<file path="src/rtl/serial_debug_mc.sv">
// Daisy-chain serial debug node: receives frames on rx_clk/rx_data, decodes them against the
// enumerated node address, services identity/status/channel accesses and forwards on tx_clk/tx_data.
module serial_debug_mc #(
   parameter int unsigned DATA_W      = 128,
   parameter int unsigned NUM_CH      = 4,
   parameter int unsigned TIMEOUT_CYC = 4096
) (
   input  logic                     i_clk,
   input  logic                     i_rst,
   input  logic [7:0]               i_prescaler,
   input  logic                     i_rx_clk,
   input  logic                     i_rx_data,
   output logic                     o_tx_clk,
   output logic                     o_tx_data,
   input  logic [DATA_W-1:0]        i_identity,
   input  logic [NUM_CH*DATA_W-1:0] i_debug_outgoing_data,
   output logic [NUM_CH*DATA_W-1:0] o_debug_incoming_data,
   output logic [NUM_CH-1:0]        o_debug_incoming_tgl,
   output logic [14:0]              o_node_addr,
   output logic                     o_enumerated
);

   localparam int unsigned FRAME_W = DATA_W + 24;
   localparam int unsigned CNT_W   = $clog2(FRAME_W);
   localparam int unsigned TO_W    = $clog2(TIMEOUT_CYC + 1);

   typedef enum logic [1:0] {S_IDLE, S_LOW, S_HIGH} state_t;

   logic [2:0]               r_rx_clk_sync;
   logic [1:0]               r_rx_data_sync;
   logic [FRAME_W-1:0]       r_rx_shift;
   logic [CNT_W-1:0]         r_rx_cnt;
   logic [TO_W-1:0]          r_idle_cnt;
   logic                     r_rx_done;
   logic [7:0]               r_timeout_cnt;
   logic [7:0]               r_drop_cnt;
   logic [FRAME_W-1:0]       r_hold;
   logic                     r_hold_vld;
   logic [14:0]              r_node_addr;
   logic                     r_enumerated;
   logic [NUM_CH*DATA_W-1:0] r_ch_data;
   logic [NUM_CH-1:0]        r_ch_tgl;

   state_t                   r_state, w_state_nxt;
   logic [7:0]               r_phase, w_phase_nxt;
   logic [7:0]               r_psc, w_psc_nxt;
   logic [FRAME_W-1:0]       r_tx_sh, w_tx_sh_nxt;
   logic [CNT_W-1:0]         r_tx_bit, w_tx_bit_nxt;
   logic                     r_tx_clk, w_tx_clk_nxt;
   logic                     r_tx_dat, w_tx_dat_nxt;
   logic                     w_hold_take;

   logic                     w_rx_rise;
   logic [14:0]              w_addr;
   logic                     w_rw;
   logic [7:0]               w_cmd;
   logic [DATA_W-1:0]        w_payload;
   logic                     w_bcast;
   logic                     w_hit;
   logic [FRAME_W-1:0]       w_fwd;
   logic [NUM_CH-1:0]        w_wr_ch;
   logic                     w_accept;
   logic                     w_drop;

   assign w_rx_rise = r_rx_clk_sync[1] & ~r_rx_clk_sync[2];

   // Receive: synchronise, shift on rising rx_clk, discard stalled partial frames
   always_ff @(posedge i_clk) begin
      if (i_rst) begin
         r_rx_clk_sync  <= '1;
         r_rx_data_sync <= '0;
         r_rx_shift     <= '0;
         r_rx_cnt       <= '0;
         r_idle_cnt     <= '0;
         r_rx_done      <= 1'b0;
         r_timeout_cnt  <= '0;
      end else begin
         r_rx_clk_sync  <= {r_rx_clk_sync[1:0], i_rx_clk};
         r_rx_data_sync <= {r_rx_data_sync[0], i_rx_data};
         r_rx_done      <= 1'b0;
         if (w_rx_rise) begin
            r_rx_shift <= {r_rx_shift[FRAME_W-2:0], r_rx_data_sync[1]};
            r_idle_cnt <= '0;
            if (r_rx_cnt == CNT_W'(FRAME_W - 1)) begin
               r_rx_cnt  <= '0;
               r_rx_done <= 1'b1;
            end else begin
               r_rx_cnt <= r_rx_cnt + CNT_W'(1);
            end
         end else if (r_rx_cnt != '0) begin
            if (r_idle_cnt == TO_W'(TIMEOUT_CYC - 1)) begin
               r_rx_cnt   <= '0;
               r_idle_cnt <= '0;
               if (r_timeout_cnt != 8'hFF) r_timeout_cnt <= r_timeout_cnt + 8'd1;
            end else begin
               r_idle_cnt <= r_idle_cnt + TO_W'(1);
            end
         end
      end
   end

   assign w_rw      = r_rx_shift[0];
   assign w_addr    = r_rx_shift[15:1];
   assign w_cmd     = r_rx_shift[23:16];
   assign w_payload = r_rx_shift[FRAME_W-1:24];
   assign w_accept  = r_rx_done & ~r_hold_vld;
   assign w_drop    = r_rx_done & r_hold_vld;

   // Decode: build the forwarded frame and select any channel write
   always_comb begin
      w_bcast = (w_addr == 15'h7FFF);
      w_hit   = !w_bcast && r_enumerated && (w_addr == r_node_addr);
      w_fwd   = r_rx_shift;
      w_wr_ch = '0;
      if (w_bcast) begin
         w_fwd[24 +: 15] = w_payload[14:0] + 15'd1;
      end else if (w_hit && !w_rw) begin
         if (w_cmd == 8'h00) w_fwd[FRAME_W-1:24] = i_identity;
         if (w_cmd == 8'hFE) w_fwd[FRAME_W-1:24] = DATA_W'({r_drop_cnt, r_timeout_cnt});
         for (int unsigned n = 0; n < NUM_CH; n++) begin
            if (w_cmd == 8'(n + 1)) w_fwd[FRAME_W-1:24] = i_debug_outgoing_data[n*DATA_W +: DATA_W];
         end
      end else if (w_hit && w_rw) begin
         for (int unsigned n = 0; n < NUM_CH; n++) begin
            if (w_cmd == 8'(n + 1)) w_wr_ch[n] = 1'b1;
         end
      end
   end

   // Side effects and holding register; a dropped frame has no side effects
   always_ff @(posedge i_clk) begin
      if (i_rst) begin
         r_hold       <= '0;
         r_hold_vld   <= 1'b0;
         r_drop_cnt   <= '0;
         r_node_addr  <= '0;
         r_enumerated <= 1'b0;
         r_ch_data    <= '0;
         r_ch_tgl     <= '0;
      end else begin
         if (w_hold_take) r_hold_vld <= 1'b0;
         if (w_accept) begin
            r_hold     <= w_fwd;
            r_hold_vld <= 1'b1;
            if (w_bcast) begin
               r_node_addr  <= w_payload[14:0];
               r_enumerated <= 1'b1;
            end
            for (int unsigned n = 0; n < NUM_CH; n++) begin
               if (w_wr_ch[n]) begin
                  r_ch_data[n*DATA_W +: DATA_W] <= w_payload;
                  r_ch_tgl[n]                   <= ~r_ch_tgl[n];
               end
            end
         end
         if (w_drop && (r_drop_cnt != 8'hFF)) r_drop_cnt <= r_drop_cnt + 8'd1;
      end
   end

   // Transmit FSM state register
   always_ff @(posedge i_clk) begin
      if (i_rst) begin
         r_state  <= S_IDLE;
         r_phase  <= '0;
         r_psc    <= '0;
         r_tx_sh  <= '0;
         r_tx_bit <= '0;
         r_tx_clk <= 1'b1;
         r_tx_dat <= 1'b0;
      end else begin
         r_state  <= w_state_nxt;
         r_phase  <= w_phase_nxt;
         r_psc    <= w_psc_nxt;
         r_tx_sh  <= w_tx_sh_nxt;
         r_tx_bit <= w_tx_bit_nxt;
         r_tx_clk <= w_tx_clk_nxt;
         r_tx_dat <= w_tx_dat_nxt;
      end
   end

   // Transmit FSM next state: data changes only when entering LOW
   always_comb begin
      w_state_nxt  = r_state;
      w_phase_nxt  = r_phase;
      w_psc_nxt    = r_psc;
      w_tx_sh_nxt  = r_tx_sh;
      w_tx_bit_nxt = r_tx_bit;
      w_tx_clk_nxt = r_tx_clk;
      w_tx_dat_nxt = r_tx_dat;
      w_hold_take  = 1'b0;
      case (r_state)
         S_IDLE: begin
            w_tx_clk_nxt = 1'b1;
            if (r_hold_vld) begin
               w_hold_take  = 1'b1;
               w_psc_nxt    = i_prescaler;
               w_phase_nxt  = '0;
               w_tx_bit_nxt = '0;
               w_tx_dat_nxt = r_hold[FRAME_W-1];
               w_tx_sh_nxt  = {r_hold[FRAME_W-2:0], 1'b0};
               w_tx_clk_nxt = 1'b0;
               w_state_nxt  = S_LOW;
            end
         end
         S_LOW: begin
            if (r_phase == r_psc) begin
               w_phase_nxt  = '0;
               w_tx_clk_nxt = 1'b1;
               w_state_nxt  = S_HIGH;
            end else begin
               w_phase_nxt = r_phase + 8'd1;
            end
         end
         S_HIGH: begin
            if (r_phase == r_psc) begin
               w_phase_nxt = '0;
               if (r_tx_bit == CNT_W'(FRAME_W - 1)) begin
                  w_state_nxt = S_IDLE;
               end else begin
                  w_tx_bit_nxt = r_tx_bit + CNT_W'(1);
                  w_tx_dat_nxt = r_tx_sh[FRAME_W-1];
                  w_tx_sh_nxt  = {r_tx_sh[FRAME_W-2:0], 1'b0};
                  w_tx_clk_nxt = 1'b0;
                  w_state_nxt  = S_LOW;
               end
            end else begin
               w_phase_nxt = r_phase + 8'd1;
            end
         end
         default: w_state_nxt = S_IDLE;
      endcase
   end

   assign o_tx_clk              = r_tx_clk;
   assign o_tx_data             = r_tx_dat;
   assign o_debug_incoming_data = r_ch_data;
   assign o_debug_incoming_tgl  = r_ch_tgl;
   assign o_node_addr           = r_node_addr;
   assign o_enumerated          = r_enumerated;

endmodule
</file>
<file path="config.mk">
export PLATFORM = sky130hd
export DESIGN_NAME = serial_debug_mc
export DESIGN_NICKNAME = d
export VERILOG_FILES = /design/src/rtl/serial_debug_mc.sv
export SDC_FILE = /design/constraint.sdc
export NUM_CORES = 2
export LEC_CHECK = 0
export ABC_AREA = 1
export CORE_AREA = 2 2 464 466
export DETAILED_ROUTE_END_ITERATION = 8
export DIE_AREA = 0 0 466 468
export GPL_ROUTABILITY_DRIVEN = 0
export PLACE_DENSITY = 0.55
export SYNTH_ARGS = -nofsm -noshare
export SYNTH_HDL_FRONTEND = slang
export SYNTH_SLANG_ARGS = --single-unit
</file>
<file path="constraint.sdc">
create_clock -name i_clk -period 2.3 [get_ports i_clk]
set_input_delay 0.23 -clock i_clk [delete_from_list [all_inputs] [get_ports i_clk]]
set_output_delay 0.23 -clock i_clk [all_outputs]
set_load 0.05 [all_outputs]
</file>
==> reports/summary.md <==
The flow ran to the end, but the final reports show violations. The final reports fail on negative setup slack. The logs give 0 for the total grt overflow and 3 for the maximum level of the CTS H-tree. The tools report the first-pass iteration count of the detailed router as 6. The floorplan has 170 rows. Adding up every negative setup slack in the final design gives -1570 ps.

The share of the Yosys chip area taken by registers is 42.5%. The tools report the largest net degree at the start of global routing as 129. The synthesized instance count was 7,449.

The root buffer cell was sky130_fd_sc_hd__clkbuf_16. The max capacitance violation total came out at 0. Sum of net half-perimeters after detailed placement: 202,000 um. The post-synthesis to final-layout area growth is 49.3%.

Placed standard-cell area: 67,600 um^2. The count of buffers added on input and output ports is 1,185. In the routed layout, each cell is associated on average with a via count of 5.09.

During I/O placement, the number of pins put on the boundary was 1,186. After floorplanning, the core was sized to cover 213,000 um^2. Setup repair after global routing could not meet its margin everywhere. The die boundary height is 468 um. The cell accounting for the most synthesized area is sky130_fd_sc_hd__dfxtp_1. Along the worst path, the maximum fanout reaches 54. In this run the register-to-register setup slack is -170 ps. For the final count of hold timing violations, the log shows 0. Across the routed clock network, the largest skew measured is 90.1 ps. The power per cell area came out at 633 nW/um^2.

For the via count of the first global-routing pass, the log shows 54.4k. TritonCTS built the clock tree. The post-synthesis register bit count is 1,059, and the starting utilization of the core area is 23.4%.

Ranked by instance count, the synthesized netlist is headed by sky130_fd_sc_hd__nand2_1, sky130_fd_sc_hd__nor2_1, sky130_fd_sc_hd__dfxtp_1. The most repeated cell in the gate-level netlist after synthesis is sky130_fd_sc_hd__nand2_1. The maximum clock frequency is 0.404 GHz, and the sum of routed wire length over all layers is 285,000 um. Of the post-synthesis cell area, the dominant cell type holds 42.5%. Relative max-transition margin: 51.9%.

The cell area that synthesis handed to floorplanning was 49,900 um^2. Sorting the synthesized cells by area gives the leading types as sky130_fd_sc_hd__dfxtp_1, sky130_fd_sc_hd__nand2_1, sky130_fd_sc_hd__nor2_1. At the worst endpoint, the arrival time is 3130 ps. The type of element launching the critical path is a flop. The fraction of final layout cells with drive strength greater than 1 is 11.6%. The run gives -173 ps as the slack of the critical path. Final hold analysis gives a worst-case slack of 95.5 ps. The longest clock path from root to sink contains 3 buffers. The path category of the worst min-delay check was input pin to flop. The first global-routing pass estimated 381,000 um of wire. The mean instance size in the synthesized netlist was 6.70 um^2; the net count after synthesis was 8,113.

In the global route stage, overall resource usage came out at 23.5%. In the final routed layout, each cell accounts on average for 24.5 um. Yosys mapped the design onto 43 distinct sky130hd cell types.

The power consumption was 47.1 mW; the die area was 218,000 um^2. The floorplan die width is 466 um. The final layout net count was 9,362; the clock transition at the register clock pins on the worst setup and hold paths after CTS was 60 ps. The number of placed instances, taps included, is 11.3k.

The run gives 11.7k as the post-route non-filler standard cell count. The tools report the clock latency of the later-clocked register in the worst-skew pair as 830 ps. For this block, the initial DRC count from the detailed router was 6,332.

In the finished design, the share of the clock period the worst path needs comes to 108%. The worst setup path is captured at a flop. The logs give 0 for the DRC violations left and 0 for the remaining number of nets flagged by the antenna check after routing. Total of warnings raised by yosys: 0. For the pin with the worst max-slew slack, the measured transition is 724 ps.

At the worst endpoint, the required time is 2950 ps. The proportion of synthesized flip-flops having asynchronous set or reset works out to 0%. Initial antenna violation count: 62.

The analysis attributes to cell leakage a power of 30.5 nW. The count of endpoints failing setup in the final report was 39. VDD sags by at most 0.642 mV.

With fillers left out, the area of the finished cells amounts to 74,500 um^2. The minimum period implied by the final worst setup slack is 2470 ps. The detailed router placed 59.4k vias in this run. Type of the worst setup path: flop to flop.

The count of flip-flops with a built-in enable after synthesis was 0. The primary flip-flop cell chosen by synthesis mapping was sky130_fd_sc_hd__dfxtp_1. OpenSTA, run right after detailed placement, puts the worst setup slack at -156 ps. The utilization after layout came out at 34.9%. The clock buffer count from CTS was 120. The final-report max-slew violation count was 0; the clock net sink count was 1,059.
## sequential cells by signal, indices dropped and copies added, names as in the netlist, 13 cells and up
register	cells
r_rx_shift	152
o_node_addr	15
r_idle_cnt	13
r_hold	152
o_debug_incoming_data	512
r_tx_sh	151
## worst max-delay path, stage by stage (launching register included)
cell and delay (ps):
sky130_fd_sc_hd__dfxtp_2 340, sky130_fd_sc_hd__nor2_2 120, sky130_fd_sc_hd__nand2_2 110, sky130_fd_sc_hd__nor2_4 120
sky130_fd_sc_hd__buf_6 140, sky130_fd_sc_hd__nand2_8 90, sky130_fd_sc_hd__buf_16 190, sky130_fd_sc_hd__buf_4 330
sky130_fd_sc_hd__o211ai_1 460, sky130_fd_sc_hd__nand2_1 90, sky130_fd_sc_hd__nand2_1 80, sky130_fd_sc_hd__a21oi_1 50
## cells by family (layout without fill, tap and decap cells)
| kind of cell | count (synthesis) | in the layout | synth area share, % |
|---|---|---|---|
| XOR/XNOR | 31 | 31 | 0.544 |
| buffers and inverters | 1036 | 2380 | 8.46 |
| flip-flops | 1059 | 1059 | 42.5 |
| AND/OR/NAND/NOR | 3813 | 3814 | 32.1 |
| other | 0 | 35 | 0 |
| AO/OA/AOI/OAI | 1498 | 1498 | 16.1 |
| adder cells (fa/ha/maj) | 12 | 12 | 0.301 |
## layout by cell type, fill, tap and decap left out, types with 39 or more instances in the layout
cell type and n:
sky130_fd_sc_hd__a21oi_1 591, sky130_fd_sc_hd__buf_12 101, sky130_fd_sc_hd__buf_4 363, sky130_fd_sc_hd__buf_6 39, sky130_fd_sc_hd__clkbuf_16 157, sky130_fd_sc_hd__clkdlybuf4s50_1 964
sky130_fd_sc_hd__dfxtp_1 1034, sky130_fd_sc_hd__dlygate4sd2_1 206, sky130_fd_sc_hd__inv_1 374, sky130_fd_sc_hd__nand2_1 1537, sky130_fd_sc_hd__nand2_2 57, sky130_fd_sc_hd__nand3_1 151
sky130_fd_sc_hd__nand4_1 537, sky130_fd_sc_hd__nor2_1 1421, sky130_fd_sc_hd__o211ai_1 115, sky130_fd_sc_hd__o21ai_0 569, sky130_fd_sc_hd__o22ai_1 153
## per-layer routing
metal / global-route usage, % / vias up / wire length, um
met2: 37.2 / 3141 / 128000
li1: - / 27277 / -
met1: 30.4 / 28343 / 118000
met3: 4.45 / 570 / 25100
met4: 12.1 / 22 / 15100
met5: 0 / - / 142
## where the power goes
part / total [mW] / internal [mW] / switching, mW
sequential: 19.3 / 19.1 / 0.205
clock: 20.6 / 11.9 / 8.66
combinational: 7.24 / 3.03 / 4.21
## final cells by class
type	instances	area [um^2]
Timing Repair Buffer	1759	18700
Clock inverter	52	781
Inverter	403	1580
Antenna cell	35	87.6
Fill cell	22535	139000
Sequential cell	1059	21200
Tap cell	2838	3550
Multi-Input combinational cell	5355	25100
Clock buffer	166	3410
## worst paths after layout
kind	to	cells after the start	startpoint
setup / recovery	r_hold[86]	11	r_rx_shift[21]
hold / removal	r_rx_clk_sync[0]	2	i_rx_clk
setup reg to reg	r_hold[86]	11	r_rx_shift[21]
hold reg to reg	r_tx_sh[133]	2	r_tx_sh[133]
## what timing repair did
item | in CTS | in global routing
resized for setup | 247 | 306
hold buffers | 2 | 0
setup buffers | 6 | 48
pin swaps | 8 | 60
hold endpoints to repair | 4 | 0
gates cloned | 7 | 41
setup endpoints to repair | 401 | 725
(Power assumes the default switching activity.)
